## src/rtl/axil_crossbar_sm_rd.sv

```systemverilog
// Read-channel controller for one master port of the AXI-Lite interconnect:
// single outstanding AR, slave decode from address bits, local DECERR for unmapped slots.
module axil_crossbar_sm_rd #(
  parameter int NUMBER_SLAVE   = 8,
  parameter int AXI_DATA_WIDTH = 32,
  parameter int AXI_ADDR_WIDTH = 32,
  parameter int SLAVE_SEL_LSB  = 28
) (
  input  logic                      aclk,
  input  logic                      aresetn,
  input  logic [AXI_ADDR_WIDTH-1:0] m_axil_araddr,
  input  logic                      m_axil_arvalid,
  output logic                      m_axil_arready,
  output logic [AXI_DATA_WIDTH-1:0] m_axil_rdata,
  output logic [1:0]                m_axil_rresp,
  output logic                      m_axil_rvalid,
  input  logic                      m_axil_rready,
  output logic [AXI_ADDR_WIDTH-1:0] s_axil_araddr,
  output logic [NUMBER_SLAVE-1:0]   s_axil_arvalid,
  input  logic [NUMBER_SLAVE-1:0]   s_axil_arready,
  input  logic [AXI_DATA_WIDTH-1:0] s_axil_rdata [NUMBER_SLAVE],
  input  logic [1:0]                s_axil_rresp [NUMBER_SLAVE],
  input  logic [NUMBER_SLAVE-1:0]   s_axil_rvalid,
  output logic [NUMBER_SLAVE-1:0]   s_axil_rready,
  output logic [NUMBER_SLAVE-1:0]   grant_rd_trans
);

  localparam int SEL_W = (NUMBER_SLAVE > 1) ? $clog2(NUMBER_SLAVE) : 1;
  localparam logic [SEL_W:0] SEL_LIMIT = (SEL_W+1)'(NUMBER_SLAVE);

  // Handshakes: a transfer happens on a rising edge where valid and ready are both 1;
  // valid never waits on ready, and our ready outputs depend only on registered state.
  typedef enum logic [1:0] {ST_IDLE, ST_AR, ST_R, ST_RESP} state_t;

  state_t                    state, state_next;
  logic [SEL_W-1:0]          sel_q;
  logic [SEL_W-1:0]          sel_in;
  logic                      sel_ok;
  logic [AXI_ADDR_WIDTH-1:0] addr_q;
  logic [AXI_DATA_WIDTH-1:0] rdata_q;
  logic [1:0]                rresp_q;
  logic                      ar_hs;
  logic [NUMBER_SLAVE-1:0]   sel_oh;
  logic                      slv_arready;
  logic                      slv_rvalid;
  logic [AXI_DATA_WIDTH-1:0] slv_rdata;
  logic [1:0]                slv_rresp;

  assign sel_in = m_axil_araddr[SLAVE_SEL_LSB +: SEL_W];
  assign sel_ok = ({1'b0, sel_in} < SEL_LIMIT);
  assign ar_hs  = m_axil_arready & m_axil_arvalid;

  // Only the selected slave is ever looked at; everything else is ignored.
  always_comb begin
    sel_oh      = '0;
    slv_arready = 1'b0;
    slv_rvalid  = 1'b0;
    slv_rdata   = '0;
    slv_rresp   = '0;
    for (int i = 0; i < NUMBER_SLAVE; i++) begin
      if (sel_q == SEL_W'(i)) begin
        sel_oh[i]   = 1'b1;
        slv_arready = s_axil_arready[i];
        slv_rvalid  = s_axil_rvalid[i];
        slv_rdata   = s_axil_rdata[i];
        slv_rresp   = s_axil_rresp[i];
      end
    end
  end

  always_comb begin
    state_next = state;
    case (state)
      ST_IDLE: if (ar_hs) state_next = sel_ok ? ST_AR : ST_RESP;
      ST_AR:   if (slv_arready) state_next = ST_R;
      ST_R:    if (slv_rvalid) state_next = ST_RESP;
      ST_RESP: if (m_axil_rready) state_next = ST_IDLE;
      default: state_next = ST_IDLE;
    endcase
  end

  always_ff @(posedge aclk or negedge aresetn) begin
    if (!aresetn) begin
      state          <= ST_IDLE;
      m_axil_arready <= 1'b0;
      sel_q          <= '0;
      addr_q         <= '0;
      rdata_q        <= '0;
      rresp_q        <= '0;
    end else begin
      state          <= state_next;
      m_axil_arready <= (state_next == ST_IDLE);
      if (state == ST_IDLE && ar_hs) begin
        addr_q <= m_axil_araddr;
        if (sel_ok) begin
          sel_q <= sel_in;
        end else begin
          rdata_q <= '0;
          rresp_q <= 2'b11;
        end
      end
      if (state == ST_R && slv_rvalid) begin
        rdata_q <= slv_rdata;
        rresp_q <= slv_rresp;
      end
    end
  end

  assign s_axil_araddr  = addr_q;
  assign s_axil_arvalid = (state == ST_AR) ? sel_oh : '0;
  assign s_axil_rready  = (state == ST_R) ? sel_oh : '0;
  assign grant_rd_trans = (state == ST_AR || state == ST_R) ? sel_oh : '0;
  assign m_axil_rvalid  = (state == ST_RESP);
  assign m_axil_rdata   = rdata_q;
  assign m_axil_rresp   = rresp_q;

endmodule

```

## config.mk

```make
export PLATFORM = sky130hd
export DESIGN_NAME = axil_crossbar_sm_rd
export DESIGN_NICKNAME = d
export VERILOG_FILES = /design/src/rtl/axil_crossbar_sm_rd.sv
export SDC_FILE = /design/constraint.sdc
export NUM_CORES = 1
export LEC_CHECK = 0
export CAP_MARGIN = 25
export CELL_PAD_IN_SITES_DETAIL_PLACEMENT = 0
export CELL_PAD_IN_SITES_GLOBAL_PLACEMENT = 1
export CORE_MARGIN = 4
export CORE_UTILIZATION = 22
export CTS_CLUSTER_DIAMETER = 30
export DETAILED_ROUTE_END_ITERATION = 10
export PLACE_DENSITY = 0.83
export SETUP_SLACK_MARGIN = 0.1
export SLEW_MARGIN = 40
export SYNTH_ARGS = -nofsm -noshare
export SYNTH_HDL_FRONTEND = slang
export SYNTH_SLANG_ARGS = --single-unit
```

## constraint.sdc

```tcl
create_clock -name aclk -period 2.04 [get_ports aclk]
set_clock_uncertainty 0.15 [all_clocks]
set_input_delay 0.408 -clock aclk [delete_from_list [all_inputs] [get_ports aclk]]
set_output_delay 0.408 -clock aclk [all_outputs]
set_load 0.1 [all_outputs]
```

==> metrics.txt, run 1 <==
Setup crit start kind=register; Clock Latency Late Sink=0.34 ns; CTS root buf=clkbuf_16; vias in the first global route=6,885; TritonCTS Sinks=69; pin count of the biggest net entering global routing=63; most common cell after layout, fill and taps aside=clkdlybuf4s50_1; clk slew on worst S/H paths=0.06 ns; Worst Path Arrival=1.65 ns; Async SR Flop Fraction=100%; Nets=1,371; outcome=finished, violations left; setup TNS=-6.75 ns; CTS tree=done; register area share after synthesis=30.0%; most frequent cells in the layout=clkdlybuf4s50_1, buf_12, dfrtp_1; final setup fails=59; Net Count, Synth=929; total core area=25,500 um^2; Congestion Overflow GR=0; CTS buffer count=9; gpl congestion=0.896; CP Max Fanout=6; minimum clock period=2.20 ns; Simple-Gate Fraction of Synth Area=8.46%; pwr dens=1840 nW/um^2; Slew HR=61.2%; input/output buffers=415; clk buf depth=2; Initial Util=22.6%; CP Class=register to primary output; Tightest Pin Transition=0.580 ns; All-Layer GR Usage=17.7%; Netlist cell types=45; Gate Count Post-Synth=600; die height=170 um; multiplexer share of the synthesized area=33.6%; total power=0.0231 W; synthesized area=5760 um^2; die width=170 um; failing checks=setup timing; htree depth=3; Vias/cell=4.74; Seq cells post-synth=69; WL final=26,900 um; DR iter-0 viols=244; first-pass GRT wire length=39,500 um; FMAX=0.454 GHz; CP endpoint kind=primary output; I/O pins=416; Post-synth EDFFs=0; die area=28,800 um^2; initial antenna violation count=1; Final ANT Viol Nets=0; post-DP HPWL=21,400 um; layout cells sized above 1=31.5%; WL/cell=19.6 um; Synth Area in Compound Gates=21.1%; max_cap viols=0; ys flop type=dfrtp_1; main combinational cell family by area after synthesis=multiplexers; synthesis-to-layout area growth=119%; Final Slew Violations=0; slack of the critical path=-0.165 ns; row cnt=58; CP Data Required Time=1.48 ns; Leak Pwr=5.20 nW; number of diodes=0; post-layout util=49.4%; RSZ-0062 raised after global routing=true; Hold Crit Class=primary input to asynchronous set/reset pin; drt pass-1 iters=4; fill count=2,277; final hold vios=0; synthesis warning total=0; Final period util=108%; Post-Synth Adder-Cell Area=1.09%; maximum vdd drop=1440 uV; Syn Area/Cell=9.59 um^2; drt drc=0; vias post-DR=6,531; Post-Synth XOR/XNOR Area=0%
==> final timing paths <==
kind / from / to / slack, ns / cells after the start
max in group asynchronous: aresetn / s_axil_araddr[21] / 0.75 / 3
min: aresetn / m_axil_rdata[26] / 0.40 / 2
max: sel_q[0] / grant_rd_trans[6] / -0.16 / 5
max reg2reg: s_axil_araddr[30] / m_axil_rdata[18] / -0.13 / 6
min reg2reg: s_axil_araddr[0] / s_axil_araddr[0] / 0.42 / 1
min in group aclk: s_axil_araddr[0] / s_axil_araddr[0] / 0.42 / 1
==> flip-flops by register name (all words and copies together), names as in the netlist <==
register and count:
m_axil_rdata 32, s_axil_araddr 30, m_axil_rresp 2, sel_q 2, state 2, m_axil_arready 1
==> synth_stat cells (5+ instances only) <==
cell type  number  area share (%)
dfrtp_1        69              30
mux2i_1        62              11
o21ai_0        60             5.2
mux2_2         48             9.4
nor2_1         42             2.7
nand2_1        39             2.5
a21oi_1        38             3.3
mux2_4         29             7.6
clkbuf_1       24             1.6
o211ai_1       18             2.3
o22a_1         18             2.7
mux2_1         16             3.1
buf_2          11            0.96
nand2b_1       11             1.2
buf_1          10            0.65
o22ai_1         9            0.98
a221o_1         7             1.2
buf_6           7             1.4
mux4_2          7             2.7
nor3_1          7            0.61
a22o_1          6            0.91
a2bb2oi_1       6            0.91
buf_4           6            0.78
inv_1           6            0.39
o21ai_1         6            0.52
o32ai_1         6            0.91
ha_1            5             1.1
==> area by class of cell <==
cell class / count / area (um^2) / area share, %
clock inverters: 7 / 130 / 1.03
flip-flops and latches: 69 / 1740 / 13.8
well taps: 330 / 413 / 3.28
repair buffers: 489 / 5960 / 47.4
multi-input cells: 467 / 4100 / 32.5
clock buffers: 9 / 225 / 1.79
inverters: 6 / 22.5 / 0.179
==> worst max-delay path, cell delays in order (launching register included) <==
cell and delay, ns:
dfrtp_4 0.51, buf_12 0.15, buf_8 0.11, nand2b_4 0.20, nor2_4 0.14, buf_12 0.18
==> power by group <==
group          switching, W  internal (W)  total (W)
Combinational        0.0103       0.00791     0.0183
Sequential         0.000813       0.00210    0.00291
Clock              0.000709       0.00122    0.00193
==> through the flow <==
step                instances  setup WS [ns]  cell area (um^2)  hold slack (ns)
finish                   1377         -0.165             12600            0.399
global route             1377         -0.215             12600            0.430
CTS                      1371         -0.192             12500            0.404
detailed placement       1337         -0.514             11700            0.230
global placement         1337         -0.491             11700            0.228
floorplan                 600         -0.451              6060          -0.0376
==> repair_timing <==
item | in CTS | in global routing
cloned | 1 | 1
gates resized for setup | 54 | 16
pin swaps | 25 | 6
hold buffers | 1 | 0
endpoints found under the hold margin | 27 | 0
endpoints found under the setup margin | 62 | 63
setup buffers | 17 | 5
==> layer usage <==
| metal | wire [um] | GRT usage, % | vias to the layer above |
|---|---|---|---|
| li1 | - | - | 3130 |
| met1 | 10200 | 20.2 | 3065 |
| met2 | 13800 | 31.7 | 297 |
| met3 | 2240 | 4.87 | 37 |
| met4 | 675 | 6.65 | 2 |
| met5 | 12 | 0 | - |
==> kinds of logic after synthesis <==
kind of cell	count (synthesis)
adder cells (fa/ha/maj)	5
flip-flops	69
AND/OR/NAND/NOR	112
multiplexers	162
AO/OA/AOI/OAI	188
buffers and inverters	64
No activity file was read; power rests on OpenSTA's default activity.
==> inputs of run 2 (changes only) <==
--- a/config.mk
+++ b/config.mk
@@ -13,7 +13,6 @@
 export CTS_CLUSTER_DIAMETER = 30
 export DETAILED_ROUTE_END_ITERATION = 10
 export PLACE_DENSITY = 0.83
-export SETUP_SLACK_MARGIN = 0.1
 export SLEW_MARGIN = 40
 export SYNTH_ARGS = -nofsm -noshare
 export SYNTH_HDL_FRONTEND = slang
==> metrics.txt, run 2 (synthesis results as in run 1) <==
DR iter-0 viols=241; crit path buf inv count=3; Nets=1,373; drt pass-1 iters=4; Final Slew Violations=0; Setup crit start kind=register; Cell Chain, Critical Path=buf_12 > buf_8 > nand2b_4 > nor2_4 > buf_12; met2 WL post-DR=13,800 um; most frequent CP cell=buf_12; Tightest Pin Transition=0.576 ns; Final ANT Viol Nets=0; Final period util=108%; htree depth=3; All-Layer GR Usage=17.7%; r2r setup slk=-0.15 ns; failing checks=setup timing; CTS root buf=clkbuf_16; CTS tree=done; worst reg2reg startpoint=sel_q[0]; CP endpoint kind=primary output; wl on met1=10,400 um; post-placement worst setup slack=-0.514 ns; CTS buffer count=9; met3 routed WL=2110 um; most frequent cells in the layout=clkdlybuf4s50_1, buf_12, dfrtp_1; drt drc=0; power share of the clock group=8.3%; FF-to-FF End=m_axil_rdata[18]; I/O pins=416; TritonCTS Sinks=69; CP Class=register to primary output; vias post-DR=6,506; Sequential Power Share=12.5%; WL final=27,100 um; die area=28,800 um^2; Initial Util=22.6%; cell family with most CP delay=flip-flops; number of diodes=0; total core area=25,500 um^2; maximum vdd drop=1440 uV; vias in the first global route=6,905; die width=170 um; total net switching power=0.0119 W; Pint=0.0113 W; clk slew on worst S/H paths=0.06 ns; Hold Crit Class=primary input to asynchronous set/reset pin; pwr dens=1840 nW/um^2; Vias/cell=4.72; CP max stage delay=0.51 ns; switching part of the total=51.3%; RSZ-0062 raised after global routing=true; total power=0.0232 W; Congestion Overflow GR=0; die height=170 um; initial antenna violation count=1; max reg flops=32; synthesis-to-layout area growth=120%; slack of the critical path=-0.163 ns; minimum clock period=2.20 ns; Leak Pwr=5.22 nW; CP Data Required Time=1.48 ns; max_cap viols=0; Worst Path Arrival=1.65 ns; combinational group share of total power=79.2%; pin count of the biggest net entering global routing=63; uppermost layer routed=met5; Clock Latency Late Sink=0.34 ns; FMAX=0.454 GHz; outcome=finished, violations left; gpl congestion=0.896; layout cells sized above 1=31.6%; row cnt=58; most common cell after layout, fill and taps aside=clkdlybuf4s50_1; final hold vios=0; Slew HR=61.5%; first-pass GRT wire length=39,700 um; clk buf depth=2; final setup fails=59; WHS=0.402 ns; input/output buffers=415; stages on the worst setup path=5; post-DP HPWL=21,400 um; WL/cell=19.6 um; Crit-path slowest cell=dfrtp_4; worst r2r path cells=6; CP Max Fanout=6
-- run 2: worst max-delay path by stage --
stage	startpoint	end	slack, ns
detailed placement	s_axil_rvalid[2]	m_axil_rdata[5]	-0.51
floorplan	sel_q[1]	m_axil_rdata[10]	-0.45
global placement	s_axil_rvalid[2]	m_axil_rdata[5]	-0.49
global route	sel_q[0]	m_axil_rdata[13]	-0.21
CTS	sel_q[0]	s_axil_rready[4]	-0.19
finish	sel_q[0]	grant_rd_trans[6]	-0.16
-- run 2: metal layers --
metal	track usage (%)	vias up
met3	4.80	39
met2	31.6	281
met4	6.76	2
met1	20.2	3051
li1	-	3133
met5	0	-
-- run 2: power by group through the flow --
stage / Clock [W] / Sequential [W] / Combinational [W]
3_3_place_gp: 0 / 0.00288 / 0.0171
3_5_place_dp: 0 / 0.00290 / 0.0173
6_report: 0.00193 / 0.00290 / 0.0184
4_1_cts: 0.00200 / 0.00291 / 0.0181
5_1_grt: 0.00205 / 0.00299 / 0.0192
2_1_floorplan: 0 / 0.00740 / 0.00640
-- run 2: timing repair --
item / in CTS / in global routing
setup buffers: 18 / 5
cloned: 1 / 3
pin swaps: 25 / 7
hold endpoints to repair: 27 / 0
endpoints found under the setup margin: 60 / 62
resized for setup: 51 / 21
hold buffers: 1 / 0
-- run 2: cell type report --
type	count	area [um^2]
Fill cell	2281	12800
Timing Repair Buffer	491	6000
Multi-Input combinational cell	467	4110
Sequential cell	69	1740
Tap cell	330	413
Clock buffer	9	225
Clock inverter	7	130
Inverter	6	22.5
-- run 2: stage by stage --
step / instance area, um^2 / std cells / utilization, % / TNS, ns
5_1_grt: 12600 / 1379 / 49.6 / -10.09
3_3_place_gp: 11700 / 1337 / 46.0 / -15.87
4_1_cts: 12400 / 1371 / 48.9 / -7.31
6_report: 12600 / 1379 / 49.6 / -7.23
2_1_floorplan: 6060 / 600 / - / -25.00
3_5_place_dp: 11700 / 1337 / 46.0 / -16.58
